File: src/rtl/pwm_decoder_if.sv
// Bus between a PWM source and pwm_decoder: the PWM line plus the decoded measurement results.
interface pwm_decoder_if #(
  parameter int unsigned CNT_W = 8
);
  logic             pwm_in;
  logic             valid;
  logic [CNT_W-1:0] period;
  logic [CNT_W-1:0] high_time;
  logic [1:0]       mode;
  logic             stuck;
  logic             period_err;

  modport master (
    output pwm_in,
    input  valid, period, high_time, mode, stuck, period_err
  );

  modport slave (
    input  pwm_in,
    output valid, period, high_time, mode, stuck, period_err
  );
endinterface

File: src/rtl/pwm_decoder.sv
// Measures period and high time of a PWM line and classifies the duty into the generator's 2-bit mode.
// Flags stuck-low/stuck-high lines via a timeout, and periods outside the nominal window.
module pwm_decoder #(
  parameter int unsigned CNT_W       = 8,
  parameter int unsigned SYNC_STAGES = 2,
  parameter int unsigned NOM_PERIOD  = 32,
  parameter int unsigned PERIOD_TOL  = 1,
  parameter int unsigned TIMEOUT     = 64
) (
  input  logic           clk,
  input  logic           rst,
  pwm_decoder_if.slave   bus
);

  localparam logic [1:0] ST_IDLE = 2'd0;
  localparam logic [1:0] ST_HIGH = 2'd1;
  localparam logic [1:0] ST_LOW  = 2'd2;

  // Thresholds are ceilings so that "high < k*P/8" holds exactly for any P.
  localparam int unsigned THR1   = (NOM_PERIOD + 7) / 8;
  localparam int unsigned THR2   = (3 * NOM_PERIOD + 7) / 8;
  localparam int unsigned THR3   = (5 * NOM_PERIOD + 7) / 8;
  localparam int unsigned NOM_LO = (NOM_PERIOD > PERIOD_TOL) ? NOM_PERIOD - PERIOD_TOL : 0;
  localparam int unsigned NOM_HI = NOM_PERIOD + PERIOD_TOL;

  localparam logic [CNT_W-1:0] TO_V     = CNT_W'(TIMEOUT);
  localparam logic [CNT_W-1:0] ONE_V    = CNT_W'(1);
  localparam logic [CNT_W-1:0] THR1_V   = CNT_W'(THR1);
  localparam logic [CNT_W-1:0] THR2_V   = CNT_W'(THR2);
  localparam logic [CNT_W-1:0] THR3_V   = CNT_W'(THR3);
  localparam logic [CNT_W-1:0] NOM_LO_V = CNT_W'(NOM_LO);
  localparam logic [CNT_W-1:0] NOM_HI_V = CNT_W'(NOM_HI);

  logic [SYNC_STAGES-1:0] sync;
  logic                   s, s_d;
  logic                   rise, fall, timeout;

  logic [1:0]       state, state_nxt;
  logic [CNT_W-1:0] per_cnt, per_nxt;
  logic [CNT_W-1:0] hi_cnt, hi_nxt;
  logic [CNT_W-1:0] hi_cap, hi_cap_nxt;

  logic             emit;
  logic [CNT_W-1:0] res_period, res_high;
  logic [1:0]       res_mode;
  logic             res_stuck, res_perr;
  logic [1:0]       cls;
  logic             perr;

  assign s       = sync[SYNC_STAGES-1];
  assign rise    = s & ~s_d;
  assign fall    = ~s & s_d;
  assign timeout = (per_cnt == TO_V) & ~rise;

  always_ff @(posedge clk) begin
    if (rst) begin
      sync <= '0;
      s_d  <= 1'b0;
    end else begin
      sync <= {sync[SYNC_STAGES-2:0], bus.pwm_in};
      s_d  <= s;
    end
  end

  // Duty classification of the captured high time.
  always_comb begin
    cls = 2'd3;
    if (hi_cap < THR1_V)      cls = 2'd0;
    else if (hi_cap < THR2_V) cls = 2'd1;
    else if (hi_cap < THR3_V) cls = 2'd2;
  end

  assign perr = (per_cnt < NOM_LO_V) | (per_cnt > NOM_HI_V);

  always_ff @(posedge clk) begin
    if (rst) begin
      state   <= ST_IDLE;
      per_cnt <= '0;
      hi_cnt  <= '0;
      hi_cap  <= '0;
    end else begin
      state   <= state_nxt;
      per_cnt <= per_nxt;
      hi_cnt  <= hi_nxt;
      hi_cap  <= hi_cap_nxt;
    end
  end

  // Next state, counters and result payload.
  always_comb begin
    state_nxt  = state;
    per_nxt    = (per_cnt == TO_V) ? per_cnt : per_cnt + ONE_V;
    hi_nxt     = hi_cnt;
    hi_cap_nxt = hi_cap;
    emit       = 1'b0;
    res_period = '0;
    res_high   = '0;
    res_mode   = 2'd0;
    res_stuck  = 1'b0;
    res_perr   = 1'b0;

    if (rise) begin
      per_nxt = ONE_V;
      hi_nxt  = ONE_V;
    end else begin
      if (timeout)           per_nxt = ONE_V;
      if (state == ST_HIGH)  hi_nxt  = hi_cnt + ONE_V;
    end

    if (timeout) begin
      state_nxt = ST_IDLE;
      emit      = 1'b1;
      res_stuck = 1'b1;
      res_perr  = 1'b1;
      res_high  = s ? TO_V : '0;
      res_mode  = s ? 2'd3 : 2'd0;
    end else begin
      case (state)
        ST_IDLE: if (rise) state_nxt = ST_HIGH;
        ST_HIGH: begin
          if (fall) begin
            state_nxt  = ST_LOW;
            hi_cap_nxt = hi_cnt;
          end
        end
        ST_LOW: begin
          if (rise) begin
            state_nxt  = ST_HIGH;
            emit       = 1'b1;
            res_period = per_cnt;
            res_high   = hi_cap;
            res_mode   = cls;
            res_perr   = perr;
          end
        end
        default: state_nxt = ST_IDLE;
      endcase
    end
  end

  // Results are registered and held between strobes.
  always_ff @(posedge clk) begin
    if (rst) begin
      bus.valid      <= 1'b0;
      bus.period     <= '0;
      bus.high_time  <= '0;
      bus.mode       <= 2'd0;
      bus.stuck      <= 1'b0;
      bus.period_err <= 1'b0;
    end else begin
      bus.valid <= emit;
      if (emit) begin
        bus.period     <= res_period;
        bus.high_time  <= res_high;
        bus.mode       <= res_mode;
        bus.stuck      <= res_stuck;
        bus.period_err <= res_perr;
      end
    end
  end

endmodule
File: src/flat_wrapper.sv
// flat-port wrapper written by rule: the top's interface ports become plain ports
module pwm_decoder_flat 
#(
  parameter int unsigned CNT_W       = 8,
  parameter int unsigned SYNC_STAGES = 2,
  parameter int unsigned NOM_PERIOD  = 32,
  parameter int unsigned PERIOD_TOL  = 1,
  parameter int unsigned TIMEOUT     = 64
)
  (clk, rst, bus_pwm_in, bus_valid, bus_period, bus_high_time, bus_mode, bus_stuck, bus_period_err);
  pwm_decoder_if #(.CNT_W(CNT_W)) bus_i ();
  input  logic clk;
  input  logic rst;
  input wire logic [$bits(bus_i.pwm_in)-1:0] bus_pwm_in;
  output wire logic [$bits(bus_i.valid)-1:0] bus_valid;
  output wire logic [$bits(bus_i.period)-1:0] bus_period;
  output wire logic [$bits(bus_i.high_time)-1:0] bus_high_time;
  output wire logic [$bits(bus_i.mode)-1:0] bus_mode;
  output wire logic [$bits(bus_i.stuck)-1:0] bus_stuck;
  output wire logic [$bits(bus_i.period_err)-1:0] bus_period_err;
  assign bus_i.pwm_in = bus_pwm_in;
  assign bus_valid = bus_i.valid;
  assign bus_period = bus_i.period;
  assign bus_high_time = bus_i.high_time;
  assign bus_mode = bus_i.mode;
  assign bus_stuck = bus_i.stuck;
  assign bus_period_err = bus_i.period_err;
  pwm_decoder #(.CNT_W(CNT_W), .SYNC_STAGES(SYNC_STAGES), .NOM_PERIOD(NOM_PERIOD), .PERIOD_TOL(PERIOD_TOL), .TIMEOUT(TIMEOUT)) u_core (.clk(clk), .rst(rst), .bus(bus_i));
endmodule
File: config.mk
export PLATFORM = sky130hd
export DESIGN_NAME = pwm_decoder_flat
export DESIGN_NICKNAME = d
export VERILOG_FILES = /design/src/rtl/pwm_decoder_if.sv /design/src/rtl/pwm_decoder.sv /design/src/flat_wrapper.sv
export SDC_FILE = /design/constraint.sdc
export NUM_CORES = 1
export LEC_CHECK = 0
export ABC_AREA = 1
export BUFFER_PORTS_ARGS = -buffer_cell sky130_fd_sc_hd__buf_2
export CORE_ASPECT_RATIO = 1.2
export CORE_UTILIZATION = 35
export CTS_BUF_LIST = sky130_fd_sc_hd__clkbuf_4 sky130_fd_sc_hd__clkbuf_8
export DETAILED_ROUTE_END_ITERATION = 12
export GPL_TIMING_DRIVEN = 1
export MAX_ROUTING_LAYER = met4
export SLEW_MARGIN = 20
export SYNTH_ARGS = -nofsm -noshare
export SYNTH_HDL_FRONTEND = slang
export SYNTH_SLANG_ARGS = --single-unit
File: constraint.sdc
create_clock -name clk -period 2.66 [get_ports clk]
set_input_delay 0.798 -clock clk [delete_from_list [all_inputs] [get_ports clk]]
set_output_delay 0.798 -clock clk [all_outputs]
set_load 0.05 [all_outputs]
# After elaboration in Yosys (flattened, before gate mapping)
# Index checks and enable logic that the tools add are counted.
# word_totals
inputBits	3
output_inout_bits	21
register_bits	50
word_cells	72
# classes
n_lt_le_gt_ge	5
n_mux	29
n_eq_ne	6
n_reduce_logical	8
bitwise	8
add_sub_neg	2
# op_table
op	count
8-bit 2-to-1 mux	6
8-bit by 1-bit adder with 8-bit output (second input constant)	2
8-bit by 5-bit less-than comparator with 1-bit output (second input constant)	2
2-bit 2-to-1 mux	8
1-bit 2-to-1 mux	13
8-bit by 7-bit == test with 1-bit output (second input constant)	1
8-bit by 6-bit greater-than comparator with 1-bit output (second input constant)	1
8-bit by 3-bit less-than comparator with 1-bit output (second input constant)	1
8-bit by 4-bit less-than comparator with 1-bit output (second input constant)	1
7-bit 2-to-1 mux	1
2-bit OR reduction	3
2-bit by 1-bit != test with 1-bit output (second input constant)	2
1-bit inverter	4
2-bit case mux with 2 select lines	1
1-bit AND	3
3-bit by 1-bit != test with 1-bit output (second input constant)	1
3-bit AND reduction	1
3-bit OR reduction	1
2-bit by 1-bit == test with 1-bit output (second input constant)	1
2-bit == test (second input constant)	1
2-bit zero test	1
2-bit AND reduction	1
2-bit nonzero test	1
1-bit bitwise OR	1

# Longest topological paths before layout
# Gate-level depths: netlist of run 1.
# depth
ltp_word	7
mapped_depth	9

# Worst setup path before layout of run 1
# No wires, ideal clock.
# synth_path
path_type	input port to flip-flop
from	in rst
to	reg u_core.per_cnt[5]
t_arrival_ns	1.401
path_stages	4
slack_ns	1.181
path_cell_list	clkbuf_1 -> nor2_1 -> nand2_1 -> nor3_1
# synth_via
elab_chain_cells	1
# synth_rtl
item	line	source
start, declared	flat_wrapper.sv:13	input logic rst;
3-bit OR reduction (no source line)	n/a	
end signal, assigned	pwm_decoder.sv:83	per_cnt <= per_nxt;
end, declared	pwm_decoder.sv:39	logic [CNT_W-1:0] per_cnt, per_nxt;
# Every way passes these cells.
# A chain may end at the register's enable or synchronous reset.

# Final worst setup path of run 1
# layout_path
from	reg u_core.bus.high_time[1]
to	out bus_high_time[1]
# layout_rtl
item	line	source
start, declared	pwm_decoder_if.sv:20	output valid, period, high_time, mode, stuck, period_err
start signal, assigned	pwm_decoder.sv:154	bus.high_time <= res_high;
end, declared	flat_wrapper.sv:17	output wire logic [$bits(bus_i.high_time)-1:0] bus_high_time;
# No word-level cell between the ends.

==> impl_results.html, run 1 <==
<table>
<tr><th>Metric</th><th>Value</th></tr>
<tr><th colspan="2">CTS</th></tr>
<tr><td>Max H-tree Level</td><td>2</td></tr>
<tr><td>Setup fix buffers added after clock tree synthesis</td><td>0</td></tr>
<tr><td>Clock tree sinks</td><td>50</td></tr>
<tr><td>Clock tree root buffer cell</td><td>sky130_fd_sc_hd__clkbuf_8</td></tr>
<tr><td>Maximum clock insertion buffer count</td><td>2</td></tr>
<tr><td>Post-CTS sizing</td><td>0</td></tr>
<tr><td>CTS buffer count</td><td>5</td></tr>
<tr><td>Worst-path clk slew</td><td>0.09 ns</td></tr>
<tr><td>TritonCTS clock tree</td><td>yes</td></tr>
<tr><td>Clock latency reported for the late side of the worst-skew pair</td><td>approximately 0.30 ns</td></tr>
<tr><td>Total of hold buffers inserted after clock tree synthesis</td><td>0</td></tr>
<tr><th colspan="2">Critical path</th></tr>
<tr><td>Worst Reg-to-Reg Cells</td><td>9</td></tr>
<tr><td>Number of buffers and inverters on the critical path</td><td>1</td></tr>
<tr><td>Start point of the critical path</td><td>u_core.bus.high_time[1]</td></tr>
<tr><td>Maximum fanout along the worst path</td><td>2</td></tr>
<tr><td>Launch instance of the worst register-to-register path</td><td>u_core.per_cnt[0]</td></tr>
<tr><td>Type of the worst setup path</td><td>reg -&gt; out</td></tr>
<tr><td>Worst R2R Setup Slack</td><td>~1.1 ns</td></tr>
<tr><td>Setup crit end</td><td>bus_high_time[1]</td></tr>
<tr><td>Critical path capture point type</td><td>output pin</td></tr>
<tr><td>Worst setup SP type</td><td>flip-flop</td></tr>
<tr><td>Arrival time of data at the critical path endpoint</td><td>around 0.92 ns</td></tr>
<tr><td>Ordered list of cells on the worst path</td><td>buf_2</td></tr>
<tr><td>Worst Path Required</td><td>1.86 ns</td></tr>
<tr><td>Maximum single-stage delay on the critical path</td><td>about 0.35 ns</td></tr>
<tr><td>Path length in cells of the critical path</td><td>1</td></tr>
<tr><td>Cell type of the slowest stage on the worst timing path</td><td>sky130_fd_sc_hd__dfxtp_1</td></tr>
<tr><td>Worst path top cell family by delay</td><td>flip-flops</td></tr>
<tr><td>Endpoint of the worst-slack reg-to-reg timing path</td><td>u_core.bus.period_err</td></tr>
<tr><th colspan="2">STA</th></tr>
<tr><td>Maximum clock rate</td><td>approximately 580 MHz</td></tr>
<tr><td>Part of the cycle the worst path needs</td><td>0.6445</td></tr>
<tr><td>Post-Route Setup TNS</td><td>0 ns</td></tr>
<tr><td>Setup repair after global routing missed its margin</td><td>no</td></tr>
<tr><td>Relative slew slack</td><td>0.6970</td></tr>
<tr><td>Number of setup violations in the final report</td><td>0</td></tr>
<tr><td>Worst clock skew on the final layout</td><td>0.009005 ns</td></tr>
<tr><td>Slew at the pin closest to its max-slew limit</td><td>roughly 0.45 ns</td></tr>
<tr><td>Count of endpoints failing hold in the final timing report</td><td>0</td></tr>
<tr><td>Crit path time final</td><td>~1.7 ns</td></tr>
<tr><td>Count of final max-slew check failures</td><td>0</td></tr>
<tr><th colspan="2">Logic synthesis</th></tr>
<tr><td>Ys async rst share</td><td>0</td></tr>
<tr><td>Cell type contributing the most total cell area after synthesis</td><td>sky130_fd_sc_hd__dfxtp_1</td></tr>
<tr><td>Syn Inst Count</td><td>285</td></tr>
<tr><td>Synth warnings</td><td>0</td></tr>
<tr><td>Post-synth EDFFs</td><td>0</td></tr>
<tr><td>Post-synthesis net count</td><td>a little under 300</td></tr>
<tr><td>Number of distinct library cells after synthesis</td><td>28</td></tr>
<tr><td>Synth top area share</td><td>0.4665</td></tr>
<tr><td>Sequential-to-total area share from yosys stat</td><td>0.4665</td></tr>
<tr><td>Count leader, synth</td><td>sky130_fd_sc_hd__nand2_1</td></tr>
<tr><td>Synth Flop Type</td><td>sky130_fd_sc_hd__dfxtp_1</td></tr>
<tr><td>Biggest area contributors in the synthesized netlist</td><td>sky130_fd_sc_hd__dfxtp_1 (47%), sky130_fd_sc_hd__nand2_1 (9.1%), sky130_fd_sc_hd__nor2_1 (8.0%), sky130_fd_sc_hd__a21oi_1 (6.3%), sky130_fd_sc_hd__nand3_1 (6.1%)</td></tr>
<tr><td>Total of flip-flops plus latches after synthesis</td><td>50</td></tr>
<tr><td>Most frequent cells after synthesis</td><td>sky130_fd_sc_hd__nand2_1 (52), sky130_fd_sc_hd__dfxtp_1 (50), sky130_fd_sc_hd__nor2_1 (46)</td></tr>
<tr><td>Cell area after technology mapping</td><td>approximately 2100 µm²</td></tr>
<tr><td>Post-Synthesis Mean Instance Area</td><td>approximately 7.5 µm²</td></tr>
<tr><th colspan="2">Finish</th></tr>
<tr><td>Non-filler instance count after layout</td><td>387</td></tr>
<tr><td>Area added between synthesis and finish</td><td>12.71%</td></tr>
<tr><td>Final standard cell area without fillers</td><td>2419 µm²</td></tr>
<tr><td>Final Net Count</td><td>313</td></tr>
<tr><td>Share of post-route cells with drive strength above 1</td><td>0.1368</td></tr>
<tr><td>Antenna diode count</td><td>0</td></tr>
<tr><th colspan="2">Routing</th></tr>
<tr><td>Count of nets left with antenna violations after detail routing</td><td>0</td></tr>
<tr><td>Routed len/inst</td><td>11.44 µm</td></tr>
<tr><td>Iteration-0 DRC count of the detailed router</td><td>90</td></tr>
<tr><td>Total via count in the routed design</td><td>about 1800</td></tr>
<tr><td>Remaining DRCs</td><td>0</td></tr>
<tr><td>Number of detailed-routing iterations run before antenna repair</td><td>4</td></tr>
<tr><td>Routed WL</td><td>around 4.4 mm</td></tr>
<tr><td>Detail-routed via count per cell</td><td>4.724</td></tr>
<tr><th colspan="2">Place</th></tr>
<tr><td>Number of instances in the placed design</td><td>between 300 and 400</td></tr>
<tr><td>Total half-perimeter wirelength after legalization and detailed placement</td><td>around 3.2 mm</td></tr>
<tr><td>Weighted congestion reported at the end of routability-driven placement</td><td>a little under 0.8</td></tr>
<tr><td>Number of buffers added on ports</td><td>23</td></tr>
<tr><td>Total placed instance area</td><td>roughly 2300 µm²</td></tr>
<tr><th colspan="2">Power</th></tr>
<tr><td>Power after layout</td><td>1360 µW</td></tr>
<tr><td>Total power density per cell area</td><td>562.3 nW/µm²</td></tr>
<tr><td>Leak</td><td>roughly 0.0010 µW</td></tr>
<tr><td>Peak supply drop</td><td>0.1999 mV</td></tr>
<tr><th colspan="2">GRT</th></tr>
<tr><td>Antenna violations before repair</td><td>0</td></tr>
<tr><td>Vias in the first global route</td><td>roughly 1700</td></tr>
<tr><td>Maximum number of pins on one net before global-route repair</td><td>26</td></tr>
<tr><td>First-pass GRT wire length</td><td>about 7.6 mm</td></tr>
<tr><td>Overall Global Routing Usage</td><td>0.1585</td></tr>
<tr><td>Total congestion overflow after global routing</td><td>0</td></tr>
<tr><th colspan="2">Floorplan</th></tr>
<tr><td>Rows</td><td>30</td></tr>
<tr><td>Width of the die</td><td>73.48 µm</td></tr>
<tr><td>Initial standard-cell utilization of the core</td><td>0.3712</td></tr>
<tr><td>Die Ht</td><td>a little under 90 µm</td></tr>
<tr><td>Core area</td><td>around 5800 µm²</td></tr>
<tr><td>Io pins</td><td>24</td></tr>
<tr><td>Die ar.</td><td>~6400 µm²</td></tr>
<tr><th colspan="2">Flow run</th></tr>
<tr><td>Max-cap violation count</td><td>0</td></tr>
<tr><th colspan="2">Worst hold path</th></tr>
<tr><td>Worst Hold Class</td><td>reg -&gt; reg</td></tr>
<tr><th colspan="2">Run status</th></tr>
<tr><td>Outcome</td><td>finished, final reports clean</td></tr>
</table>
registers in the layout, indices dropped and copies added (netlist names):
register and cells:
u_core.sync 2, u_core.hi_cap 8, u_core.state 2, u_core.bus.valid 1
u_core.hi_cnt 8, u_core.bus.high_time 8, u_core.bus.mode 2, u_core.bus.stuck 1
u_core.per_cnt 8, u_core.bus.period_err 1, u_core.bus.period 8, u_core.s_d 1
how the worst min path moves through the flow:
stage	cells after the start	slack, ns	end	start
2_1_floorplan	2	0.39	u_core.sync[1]	u_core.sync[0]
3_3_place_gp	2	0.40	u_core.sync[1]	u_core.sync[0]
3_5_place_dp	2	0.39	u_core.sync[1]	u_core.sync[0]
4_1_cts	2	0.41	u_core.sync[1]	u_core.sync[0]
5_1_grt	2	0.44	u_core.sync[1]	u_core.sync[0]
6_report	2	0.40	u_core.sync[1]	u_core.sync[0]
metrics by stage:
step           worst slack, ns    util  hold WS [ns]
4_1_cts                 0.9349  0.4184        0.4062
3_5_place_dp            0.8504  0.3987        0.3942
3_3_place_gp            0.8758  0.3987        0.3954
6_report                0.9455  0.4184        0.4042
5_1_grt                 0.8879  0.4184        0.4413
2_1_floorplan            1.181       -        0.3883
logic make-up (layout without fill, tap and decap cells):
family	after synthesis	in the layout	synth area share
AND/OR/NAND/NOR	143	143	0.3096
flip-flops	50	50	0.4665
AO/OA/AOI/OAI	43	43	0.1020
buffers and inverters	41	63	0.08222
adder cells (fa/ha/maj)	4	4	0.02332
XOR/XNOR	4	4	0.01633
report_power, final:
group / switching (µW) / internal (µW) / total [µW]
registers: 10.2 / 757 / 767
clock network: 244 / 302 / 546
logic: 33.1 / 14.4 / 47.5
placed cells by master (no fill, tap or decap):
| cell type | synthesis | layout |
|---|---|---|
| sky130_fd_sc_hd__nand3b_2 | 1 | 1 |
| sky130_fd_sc_hd__bufinv_16 | 0 | 1 |
| sky130_fd_sc_hd__nor3_1 | 2 | 2 |
| sky130_fd_sc_hd__nor2_4 | 3 | 3 |
| sky130_fd_sc_hd__nand3_1 | 26 | 26 |
| sky130_fd_sc_hd__xnor2_1 | 2 | 2 |
| sky130_fd_sc_hd__nand4_1 | 5 | 5 |
| sky130_fd_sc_hd__inv_2 | 2 | 2 |
| sky130_fd_sc_hd__nor2_2 | 1 | 1 |
| sky130_fd_sc_hd__nor2_1 | 46 | 46 |
| sky130_fd_sc_hd__inv_1 | 30 | 30 |
| sky130_fd_sc_hd__dfxtp_1 | 50 | 50 |
| sky130_fd_sc_hd__a21oi_1 | 27 | 27 |
| sky130_fd_sc_hd__a31oi_1 | 1 | 1 |
| sky130_fd_sc_hd__nor2_8 | 1 | 1 |
| sky130_fd_sc_hd__nand3b_1 | 2 | 2 |
| sky130_fd_sc_hd__nand3_2 | 1 | 1 |
| sky130_fd_sc_hd__ha_1 | 4 | 4 |
| sky130_fd_sc_hd__nand2_4 | 2 | 2 |
| sky130_fd_sc_hd__nand2_1 | 52 | 52 |
| sky130_fd_sc_hd__clkbuf_8 | 0 | 5 |
| sky130_fd_sc_hd__nor4_1 | 1 | 1 |
| sky130_fd_sc_hd__buf_2 | 2 | 23 |
| sky130_fd_sc_hd__o21ai_0 | 14 | 14 |
| sky130_fd_sc_hd__clkbuf_4 | 0 | 2 |
| sky130_fd_sc_hd__xor2_1 | 2 | 2 |
| sky130_fd_sc_hd__o21a_1 | 1 | 1 |
area by class of cell:
class                   count  area (µm²)
repair buffers             23       115.1
inverters                  32       120.1
clock inverters             1       30.03
well taps                  80       100.1
multi-input cells         194       968.4
flip-flops and latches     50        1001
fillers                   641        3362
clock buffers               7       83.83
routing by layer:
| metal | wire length [µm] | vias up | GRT usage | part of all wire |
|---|---|---|---|---|
| li1 | - | 954 | - | - |
| met1 | 2092 | 833 | 0.1941 | 0.47 |
| met2 | 2105 | 35 | 0.2527 | 0.48 |
| met3 | 161 | 6 | 0.03567 | 0.036 |
| met4 | 68 | 0 | 0.05944 | 0.015 |
| met5 | 0 | - | - | 0 |
(Power assumes the default switching activity.)
==> run 2, diff against run 1 <==
- clock period: 2.66 -> 1.75 ns (I/O delays scaled with it)
==> run 2 against run 1 <==
Critical path depth grew 8. Clock skew grew 0.0046 ns. Via count shrank 0.44%. Die area is the same. Cell count grew 1.0%. Non-clock buffer count grew 4. Clock-buffer cell count shrank 2. Routed wire length shrank 1.5%. Combinational power grew 60%.
==> impl_results.html, run 2 (synthesis gave the netlist of run 1 again) <==
<table>
<tr><th>Metric</th><th>Value</th></tr>
<tr><th colspan="2">Run status</th></tr>
<tr><td>Outcome</td><td>finished, final reports clean (unchanged)</td></tr>
<tr><th colspan="2">Finish</th></tr>
<tr><td>Leading cell type in the layout, fill and taps excluded</td><td>sky130_fd_sc_hd__nand2_1 (unchanged)</td></tr>
<tr><td>Final Net Count</td><td>317 (was 313)</td></tr>
<tr><td>Commonest cells after routing, fill and taps aside</td><td>sky130_fd_sc_hd__nand2_1 (52), sky130_fd_sc_hd__dfxtp_1 (50), sky130_fd_sc_hd__nor2_1 (46) (unchanged)</td></tr>
<tr><td>Antenna diode count</td><td>0 (unchanged)</td></tr>
<tr><td>Final core area utilization</td><td>0.4277 (was 0.4184)</td></tr>
<tr><td>Area added between synthesis and finish</td><td>15.22% (was 12.71%)</td></tr>
<tr><td>Final standard cell area without fillers</td><td>2472 µm² (was 2419 µm²)</td></tr>
<tr><td>Share of post-route cells with drive strength above 1</td><td>0.1479 (was 0.1368)</td></tr>
<tr><th colspan="2">Power</th></tr>
<tr><td>Leak</td><td>0.001074 µW (was 0.001043 µW)</td></tr>
<tr><td>Combinational share of power</td><td>0.034 (was 0.035)</td></tr>
<tr><td>Portion of total power attributed to sequential cells</td><td>0.528 (was 0.564)</td></tr>
<tr><td>Total power density per cell area</td><td>893.0 nW/µm² (was 562.3 nW/µm²)</td></tr>
<tr><td>Power after layout</td><td>2208 µW (was 1360 µW)</td></tr>
<tr><td>Power share of the clock group</td><td>0.438 (was 0.401)</td></tr>
<tr><td>Peak supply drop</td><td>0.4305 mV (was 0.1999 mV)</td></tr>
<tr><td>Int Power</td><td>1748 µW (was 1073 µW)</td></tr>
<tr><td>Switching fraction of total power</td><td>0.2084 (was 0.2109)</td></tr>
<tr><td>Reported net switching power</td><td>460.0 µW (was 286.8 µW)</td></tr>
<tr><th colspan="2">STA</th></tr>
<tr><td>Worst clock skew on the final layout</td><td>0.01363 ns (was 0.009005 ns)</td></tr>
<tr><td>Count of final max-slew check failures</td><td>0 (unchanged)</td></tr>
<tr><td>Number of setup violations in the final report</td><td>0 (unchanged)</td></tr>
<tr><td>Maximum clock rate</td><td>651.7 MHz</td></tr>
<tr><td>Worst Setup Slack, final</td><td>0.2156 ns (was 0.9455 ns)</td></tr>
<tr><td>Slew at the pin closest to its max-slew limit</td><td>0.3536 ns (was 0.4545 ns)</td></tr>
<tr><td>Count of endpoints failing hold in the final timing report</td><td>0 (unchanged)</td></tr>
<tr><td>Post-Route Setup TNS</td><td>0 ns (unchanged)</td></tr>
<tr><td>Relative slew slack</td><td>0.7639 (was 0.6970)</td></tr>
<tr><td>Setup repair after global routing missed its margin</td><td>no (unchanged)</td></tr>
<tr><td>Part of the cycle the worst path needs</td><td>0.8768</td></tr>
<tr><td>Crit path time final</td><td>1.534 ns</td></tr>
<tr><th colspan="2">Routing</th></tr>
<tr><td>Detail-routed via count per cell</td><td>4.655 (was 4.724)</td></tr>
<tr><td>Routed len/inst</td><td>11.15 µm (was 11.44 µm)</td></tr>
<tr><td>Total via count in the routed design</td><td>1820 (was 1828)</td></tr>
<tr><td>Routed WL</td><td>4.359 mm (was 4.427 mm)</td></tr>
<tr><td>Number of detailed-routing iterations run before antenna repair</td><td>4 (unchanged)</td></tr>
<tr><td>Iteration-0 DRC count of the detailed router</td><td>94 (was 90)</td></tr>
<tr><td>Count of nets left with antenna violations after detail routing</td><td>0 (unchanged)</td></tr>
<tr><td>Remaining DRCs</td><td>0 (unchanged)</td></tr>
<tr><th colspan="2">Critical path</th></tr>
<tr><td>Arrival time of data at the critical path endpoint</td><td>1.75 ns (was 0.92 ns)</td></tr>
<tr><td>Critical path capture point type</td><td>flip-flop (was output pin)</td></tr>
<tr><td>Maximum fanout along the worst path</td><td>22 (was 2)</td></tr>
<tr><td>Worst Path Required</td><td>1.96 ns (was 1.86 ns)</td></tr>
<tr><td>Type of the worst setup path</td><td>reg -&gt; reg (was reg -&gt; out)</td></tr>
<tr><td>Worst setup SP type</td><td>flip-flop (unchanged)</td></tr>
<tr><th colspan="2">CTS</th></tr>
<tr><td>Maximum clock insertion buffer count</td><td>2 (unchanged)</td></tr>
<tr><td>Post-CTS sizing</td><td>0 (unchanged)</td></tr>
<tr><td>Clock tree root buffer cell</td><td>sky130_fd_sc_hd__clkbuf_8 (unchanged)</td></tr>
<tr><td>Total of hold buffers inserted after clock tree synthesis</td><td>0 (unchanged)</td></tr>
<tr><td>CTS buffer count</td><td>5 (unchanged)</td></tr>
<tr><td>Max H-tree Level</td><td>2 (unchanged)</td></tr>
<tr><td>Clock latency reported for the late side of the worst-skew pair</td><td>0.31 ns (was 0.30 ns)</td></tr>
<tr><td>TritonCTS clock tree</td><td>yes (unchanged)</td></tr>
<tr><td>Worst-path clk slew</td><td>0.10 ns (was 0.09 ns)</td></tr>
<tr><td>Clock tree sinks</td><td>50 (unchanged)</td></tr>
<tr><td>Setup fix buffers added after clock tree synthesis</td><td>0 (unchanged)</td></tr>
<tr><th colspan="2">Floorplan</th></tr>
<tr><td>Io pins</td><td>24 (unchanged)</td></tr>
<tr><td>Die Ht</td><td>87.77 µm (unchanged)</td></tr>
<tr><td>Core area</td><td>5781 µm² (unchanged)</td></tr>
<tr><td>Width of the die</td><td>73.48 µm (unchanged)</td></tr>
<tr><td>Initial standard-cell utilization of the core</td><td>0.3712 (unchanged)</td></tr>
<tr><td>Rows</td><td>30 (unchanged)</td></tr>
<tr><td>Die ar.</td><td>6449 µm² (unchanged)</td></tr>
<tr><th colspan="2">GRT</th></tr>
<tr><td>Antenna violations before repair</td><td>0 (unchanged)</td></tr>
<tr><td>Maximum number of pins on one net before global-route repair</td><td>23 (was 26)</td></tr>
<tr><td>Vias in the first global route</td><td>1700 (was 1696)</td></tr>
<tr><td>Total congestion overflow after global routing</td><td>0 (unchanged)</td></tr>
<tr><td>Overall Global Routing Usage</td><td>0.1537 (was 0.1585)</td></tr>
<tr><td>First-pass GRT wire length</td><td>7.479 mm (was 7.638 mm)</td></tr>
<tr><th colspan="2">Place</th></tr>
<tr><td>Weighted congestion reported at the end of routability-driven placement</td><td>0.8204 (was 0.7856)</td></tr>
<tr><td>Total placed instance area</td><td>2335 µm² (was 2305 µm²)</td></tr>
<tr><td>Place WS</td><td>0.2143 ns (was 0.8504 ns)</td></tr>
<tr><td>Total half-perimeter wirelength after legalization and detailed placement</td><td>3.232 mm (was 3.164 mm)</td></tr>
<tr><td>Number of buffers added on ports</td><td>23 (unchanged)</td></tr>
<tr><th colspan="2">Flow run</th></tr>
<tr><td>Max-cap violation count</td><td>0 (unchanged)</td></tr>
<tr><th colspan="2">Worst hold path</th></tr>
<tr><td>Worst Hold Class</td><td>reg -&gt; reg (unchanged)</td></tr>
</table>
-- run 2: cell types whose count changed in the layout (fill, tap and decap cells not counted) --
| cell | before | now |
|---|---|---|
| sky130_fd_sc_hd__buf_4 | 0 | 4 |
| sky130_fd_sc_hd__clkbuf_4 | 2 | 0 |
| sky130_fd_sc_hd__bufinv_16 | 1 | 2 |
| sky130_fd_sc_hd__clkinv_4 | 0 | 1 |
-- run 2: area by class of cell --
class / instances / area (µm²)
fill: 632 / 3308
sequential: 50 / 1001
multi-input combinational: 194 / 968.4
timing repair buffer: 27 / 145.1
inverter: 32 / 120.1
tap: 80 / 100.1
clock buffer: 5 / 68.82
clock inverter: 3 / 68.82
-- run 2: final timing paths --
path / slack (ns) / end / cells past startpoint / start
setup reg to reg: 0.22 / u_core.bus.period_err / 9 / u_core.per_cnt[0]
setup / recovery: 0.22 / u_core.bus.period_err / 9 / u_core.per_cnt[0]
hold / removal: 0.40 / u_core.sync[1] / 2 / u_core.sync[0]
hold reg to reg: 0.40 / u_core.sync[1] / 2 / u_core.sync[0]
-- run 2: through the flow --
| step | std cells | hold WS (ns) |
|---|---|---|
| 2_1_floorplan | 285 | 0.3883 |
| 5_1_grt | 391 | 0.4204 |
| 3_5_place_dp | 383 | 0.3922 |
| 3_3_place_gp | 383 | 0.3903 |
| 6_report | 391 | 0.4034 |
| 4_1_cts | 391 | 0.4042 |
-- run 2: critical path, stage by stage (launching register included) --
cell and delay, ns:
sky130_fd_sc_hd__dfxtp_1 0.38, sky130_fd_sc_hd__inv_1 0.08, sky130_fd_sc_hd__ha_1 0.19, sky130_fd_sc_hd__nand3_2 0.10, sky130_fd_sc_hd__nor2_4 0.19, sky130_fd_sc_hd__nand2_4 0.18, sky130_fd_sc_hd__nand2_1 0.13, sky130_fd_sc_hd__inv_1 0.06
sky130_fd_sc_hd__nor2_1 0.09, sky130_fd_sc_hd__nor2_1 0.05
-- run 2: power by group through the flow --
| stage | sequential (µW) | combinational [µW] | clock, µW |
|---|---|---|---|
| 6_report | 1170 | 76.0 | 966 |
| 5_1_grt | 1170 | 88.2 | 1030 |
| 3_3_place_gp | 1190 | 75.8 | 0 |
| 2_1_floorplan | 1190 | 58.8 | 0 |
| 4_1_cts | 1170 | 76.9 | 984 |
| 3_5_place_dp | 1190 | 76.5 | 0 |
-- run 2: routing by layer --
metal,GRT usage,vias to the layer above,share of wire
met1,0.1791,820,0.48
met2,0.2552,32,0.47
met3,0.03567,9,0.033
met4,0.05769,0,0.017
li1,-,959,-
met5,-,-,0
==> run 3, diff against run 2 <==
--- a/config.mk
+++ b/config.mk
@@ -15,2 +15,3 @@
 export MAX_ROUTING_LAYER = met4
+export PLACE_DENSITY = 0.63
 export SLEW_MARGIN = 20
==> constraint.sdc (replaced) <==
create_clock -name clk -period 1.75 [get_ports clk]
set_input_delay 0.175 -clock clk [delete_from_list [all_inputs] [get_ports clk]]
set_output_delay 0.175 -clock clk [all_outputs]
set_load 0.05 [all_outputs]
==> run 3 against run 2 <==
Register-to-register slack lost 0.04 ns. Critical path depth unchanged. Routed wire length grew 1.4%. Global-route usage increased by 0.11 points. Utilization shrank 0.74 points. Total power down 12%. Via count down 1.5%. Maximum frequency down 2.5%. Critical path type unchanged. Critical endpoint unchanged. Largest power group unchanged.
==> impl_results.html, run 3 (synthesis gave the netlist of run 1 again) <==
<table>
<tr><th>Metric</th><th>Value</th></tr>
<tr><th colspan="2">GRT</th></tr>
<tr><td>Vias in the first global route</td><td>1664 (was 1700)</td></tr>
<tr><td>Total congestion overflow after global routing</td><td>0 (unchanged)</td></tr>
<tr><td>Maximum number of pins on one net before global-route repair</td><td>23 (unchanged)</td></tr>
<tr><td>Antenna violations before repair</td><td>0 (unchanged)</td></tr>
<tr><td>Overall Global Routing Usage</td><td>0.1548 (was 0.1537)</td></tr>
<tr><td>First-pass GRT wire length</td><td>7.424 mm (was 7.479 mm)</td></tr>
<tr><th colspan="2">STA</th></tr>
<tr><td>Worst Setup Slack, final</td><td>0.1755 ns (was 0.2156 ns)</td></tr>
<tr><td>Maximum clock rate</td><td>635.1 MHz (was 651.7 MHz)</td></tr>
<tr><td>Count of final max-slew check failures</td><td>0 (unchanged)</td></tr>
<tr><td>Post-Route Setup TNS</td><td>0 ns (unchanged)</td></tr>
<tr><td>Slew at the pin closest to its max-slew limit</td><td>0.3560 ns (was 0.3536 ns)</td></tr>
<tr><td>Crit path time final</td><td>1.574 ns (was 1.534 ns)</td></tr>
<tr><td>Setup repair after global routing missed its margin</td><td>no (unchanged)</td></tr>
<tr><td>Number of setup violations in the final report</td><td>0 (unchanged)</td></tr>
<tr><td>Part of the cycle the worst path needs</td><td>0.8997 (was 0.8768)</td></tr>
<tr><td>Worst clock skew on the final layout</td><td>0.009430 ns (was 0.01363 ns)</td></tr>
<tr><td>Count of endpoints failing hold in the final timing report</td><td>0 (unchanged)</td></tr>
<tr><td>Relative slew slack</td><td>0.7623 (was 0.7639)</td></tr>
<tr><th colspan="2">Finish</th></tr>
<tr><td>Commonest cells after routing, fill and taps aside</td><td>sky130_fd_sc_hd__nand2_1 (52), sky130_fd_sc_hd__dfxtp_1 (50), sky130_fd_sc_hd__nor2_1 (46) (unchanged)</td></tr>
<tr><td>Area taken by flip-flops and latches</td><td>1001 µm² (unchanged)</td></tr>
<tr><td>Share of post-route cells with drive strength above 1</td><td>0.1479 (unchanged)</td></tr>
<tr><td>Area added between synthesis and finish</td><td>13.24% (was 15.22%)</td></tr>
<tr><td>Antenna diode count</td><td>0 (unchanged)</td></tr>
<tr><td>Layout fillers</td><td>646 (was 632)</td></tr>
<tr><td>Final standard cell area without fillers</td><td>2430 µm² (was 2472 µm²)</td></tr>
<tr><td>Final core area utilization</td><td>0.4203 (was 0.4277)</td></tr>
<tr><td>Area used by multi-input combinational logic</td><td>968.4 µm² (unchanged)</td></tr>
<tr><td>Final Net Count</td><td>317 (unchanged)</td></tr>
<tr><td>Leading cell type in the layout, fill and taps excluded</td><td>sky130_fd_sc_hd__nand2_1 (unchanged)</td></tr>
<tr><td>Non-filler instance count after layout</td><td>391 (unchanged)</td></tr>
<tr><th colspan="2">Power</th></tr>
<tr><td>Portion of total power attributed to sequential cells</td><td>0.602 (was 0.528)</td></tr>
<tr><td>Reported net switching power</td><td>424.3 µW (was 460.0 µW)</td></tr>
<tr><td>Total power density per cell area</td><td>795.9 nW/µm² (was 893.0 nW/µm²)</td></tr>
<tr><td>Power share of the clock group</td><td>0.358 (was 0.438)</td></tr>
<tr><td>Peak supply drop</td><td>0.3222 mV (was 0.4305 mV)</td></tr>
<tr><td>Int Power</td><td>1510 µW (was 1748 µW)</td></tr>
<tr><td>Combinational share of power</td><td>0.040 (was 0.034)</td></tr>
<tr><td>Leak</td><td>0.001057 µW (was 0.001074 µW)</td></tr>
<tr><td>Switching fraction of total power</td><td>0.2194 (was 0.2084)</td></tr>
<tr><th colspan="2">Place</th></tr>
<tr><td>Total placed instance area</td><td>2335 µm² (unchanged)</td></tr>
<tr><td>Number of instances in the placed design</td><td>383 (unchanged)</td></tr>
<tr><td>Total half-perimeter wirelength after legalization and detailed placement</td><td>3.222 mm (was 3.232 mm)</td></tr>
<tr><td>Place WS</td><td>0.2003 ns (was 0.2143 ns)</td></tr>
<tr><td>Number of buffers added on ports</td><td>23 (unchanged)</td></tr>
<tr><td>Weighted congestion reported at the end of routability-driven placement</td><td>0.8218 (was 0.8204)</td></tr>
<tr><th colspan="2">Floorplan</th></tr>
<tr><td>Initial standard-cell utilization of the core</td><td>0.3712 (unchanged)</td></tr>
<tr><td>Die ar.</td><td>6449 µm² (unchanged)</td></tr>
<tr><td>Rows</td><td>30 (unchanged)</td></tr>
<tr><td>Core area</td><td>5781 µm² (unchanged)</td></tr>
<tr><td>Width of the die</td><td>73.48 µm (unchanged)</td></tr>
<tr><td>Die Ht</td><td>87.77 µm (unchanged)</td></tr>
<tr><td>Io pins</td><td>24 (unchanged)</td></tr>
<tr><th colspan="2">Critical path</th></tr>
<tr><td>Launch instance of the worst register-to-register path</td><td>u_core.per_cnt[0] (unchanged)</td></tr>
<tr><td>Endpoint of the worst-slack reg-to-reg timing path</td><td>u_core.bus.period_err (unchanged)</td></tr>
<tr><td>Worst R2R Setup Slack</td><td>0.18 ns (was 0.22 ns)</td></tr>
<tr><td>Critical path capture point type</td><td>flip-flop (unchanged)</td></tr>
<tr><td>Worst Path Required</td><td>1.95 ns (was 1.96 ns)</td></tr>
<tr><td>Worst setup SP type</td><td>flip-flop (unchanged)</td></tr>
<tr><td>Type of the worst setup path</td><td>reg -&gt; reg (unchanged)</td></tr>
<tr><td>Worst Reg-to-Reg Cells</td><td>9 (unchanged)</td></tr>
<tr><td>Arrival time of data at the critical path endpoint</td><td>1.78 ns (was 1.75 ns)</td></tr>
<tr><td>Maximum fanout along the worst path</td><td>22 (unchanged)</td></tr>
<tr><th colspan="2">CTS</th></tr>
<tr><td>Total of hold buffers inserted after clock tree synthesis</td><td>0 (unchanged)</td></tr>
<tr><td>TritonCTS clock tree</td><td>yes (unchanged)</td></tr>
<tr><td>Clock tree sinks</td><td>50 (unchanged)</td></tr>
<tr><td>Clock tree root buffer cell</td><td>sky130_fd_sc_hd__clkbuf_8 (unchanged)</td></tr>
<tr><td>Clock latency reported for the late side of the worst-skew pair</td><td>0.30 ns (was 0.31 ns)</td></tr>
<tr><td>Maximum clock insertion buffer count</td><td>2 (unchanged)</td></tr>
<tr><td>Setup fix buffers added after clock tree synthesis</td><td>0 (unchanged)</td></tr>
<tr><td>CTS buffer count</td><td>5 (unchanged)</td></tr>
<tr><td>Max H-tree Level</td><td>2 (unchanged)</td></tr>
<tr><td>Worst-path clk slew</td><td>0.09 ns (was 0.10 ns)</td></tr>
<tr><td>Post-CTS sizing</td><td>0 (unchanged)</td></tr>
<tr><th colspan="2">Routing</th></tr>
<tr><td>Number of detailed-routing iterations run before antenna repair</td><td>4 (unchanged)</td></tr>
<tr><td>Iteration-0 DRC count of the detailed router</td><td>121 (was 94)</td></tr>
<tr><td>Remaining DRCs</td><td>0 (unchanged)</td></tr>
<tr><td>Total via count in the routed design</td><td>1793 (was 1820)</td></tr>
<tr><td>Detail-routed via count per cell</td><td>4.586 (was 4.655)</td></tr>
<tr><td>Routed len/inst</td><td>11.30 µm (was 11.15 µm)</td></tr>
<tr><td>Routed WL</td><td>4.418 mm (was 4.359 mm)</td></tr>
<tr><td>Count of nets left with antenna violations after detail routing</td><td>0 (unchanged)</td></tr>
<tr><th colspan="2">Worst hold path</th></tr>
<tr><td>Hold Path Cell Cnt</td><td>3 (was 2)</td></tr>
<tr><td>Worst Hold Class</td><td>in -&gt; reg (was reg -&gt; reg)</td></tr>
<tr><td>Worst Hold Endpoint</td><td>u_core.sync[0] (was u_core.sync[1])</td></tr>
<tr><td>Worst Min Path Start</td><td>bus_pwm_in (was u_core.sync[0])</td></tr>
<tr><th colspan="2">Run status</th></tr>
<tr><td>Outcome</td><td>finished, final reports clean (unchanged)</td></tr>
<tr><th colspan="2">Flow run</th></tr>
<tr><td>Max-cap violation count</td><td>0 (unchanged)</td></tr>
</table>
## run 3: cell types whose count changed in the layout (fill, tap and decap cells not counted), sizes merged
| cell | change |
|---|---|
| bufinv | -2 |
| clkbuf | +2 |
## run 3: worst max path at each step
| stage | endpoint | cells past startpoint | from |
|---|---|---|---|
| 5_1_grt | u_core.bus.mode[0] | 9 | u_core.per_cnt[0] |
| 2_1_floorplan | u_core.bus.high_time[0] | 8 | u_core.per_cnt[0] |
| 4_1_cts | u_core.bus.period_err | 9 | u_core.per_cnt[0] |
| 6_report | u_core.bus.period_err | 9 | u_core.per_cnt[0] |
| 3_5_place_dp | u_core.bus.period_err | 9 | u_core.per_cnt[0] |
| 3_3_place_gp | u_core.bus.period_err | 9 | u_core.per_cnt[0] |
## run 3: metal layers
metal | vias to the layer above | track usage | wire length (µm)
met5 | - | - | 0
met4 | 0 | 0.06294 | 74
met3 | 6 | 0.03913 | 140
met2 | 26 | 0.2510 | 2047
met1 | 799 | 0.1814 | 2154
li1 | 962 | - | -
## run 3: critical path, stage by stage, from the launching register on
cell                      delay (ns)
sky130_fd_sc_hd__dfxtp_1        0.38
sky130_fd_sc_hd__inv_1          0.08
sky130_fd_sc_hd__ha_1           0.19
sky130_fd_sc_hd__nand3_2        0.10
sky130_fd_sc_hd__nor2_4         0.20
sky130_fd_sc_hd__nand2_4        0.19
sky130_fd_sc_hd__nand2_1        0.13
sky130_fd_sc_hd__inv_1          0.06
sky130_fd_sc_hd__nor2_1         0.09
sky130_fd_sc_hd__nor2_1         0.04
## run 3: layout make-up
| type | instances | share of cell area |
|---|---|---|
| clock buffers | 7 | 0.03708 |
| clock inverters | 1 | 0.002060 |
| inverters | 32 | 0.04943 |
| multi-input cells | 194 | 0.3986 |
| flip-flops and latches | 50 | 0.4119 |
| well taps | 80 | 0.04119 |
| repair buffers | 27 | 0.05973 |
## run 3: through the flow
step | power (µW) | hold slack (ns)
6_report | 1934 | 0.08381
5_1_grt | 2029 | 0.09190
4_1_cts | 1966 | 0.07718
3_5_place_dp | 1269 | 0.3906
3_3_place_gp | 1267 | 0.3833
2_1_floorplan | 1247 | 0.2820
## run 3: power groups by stage
stage	clock network (µW)	registers, µW	logic, µW
2_1_floorplan	0	1190	58.8
5_1_grt	771	1170	89.8
3_5_place_dp	0	1190	76.8
3_3_place_gp	0	1190	75.8
4_1_cts	724	1170	77.3
6_report	692	1160	76.9
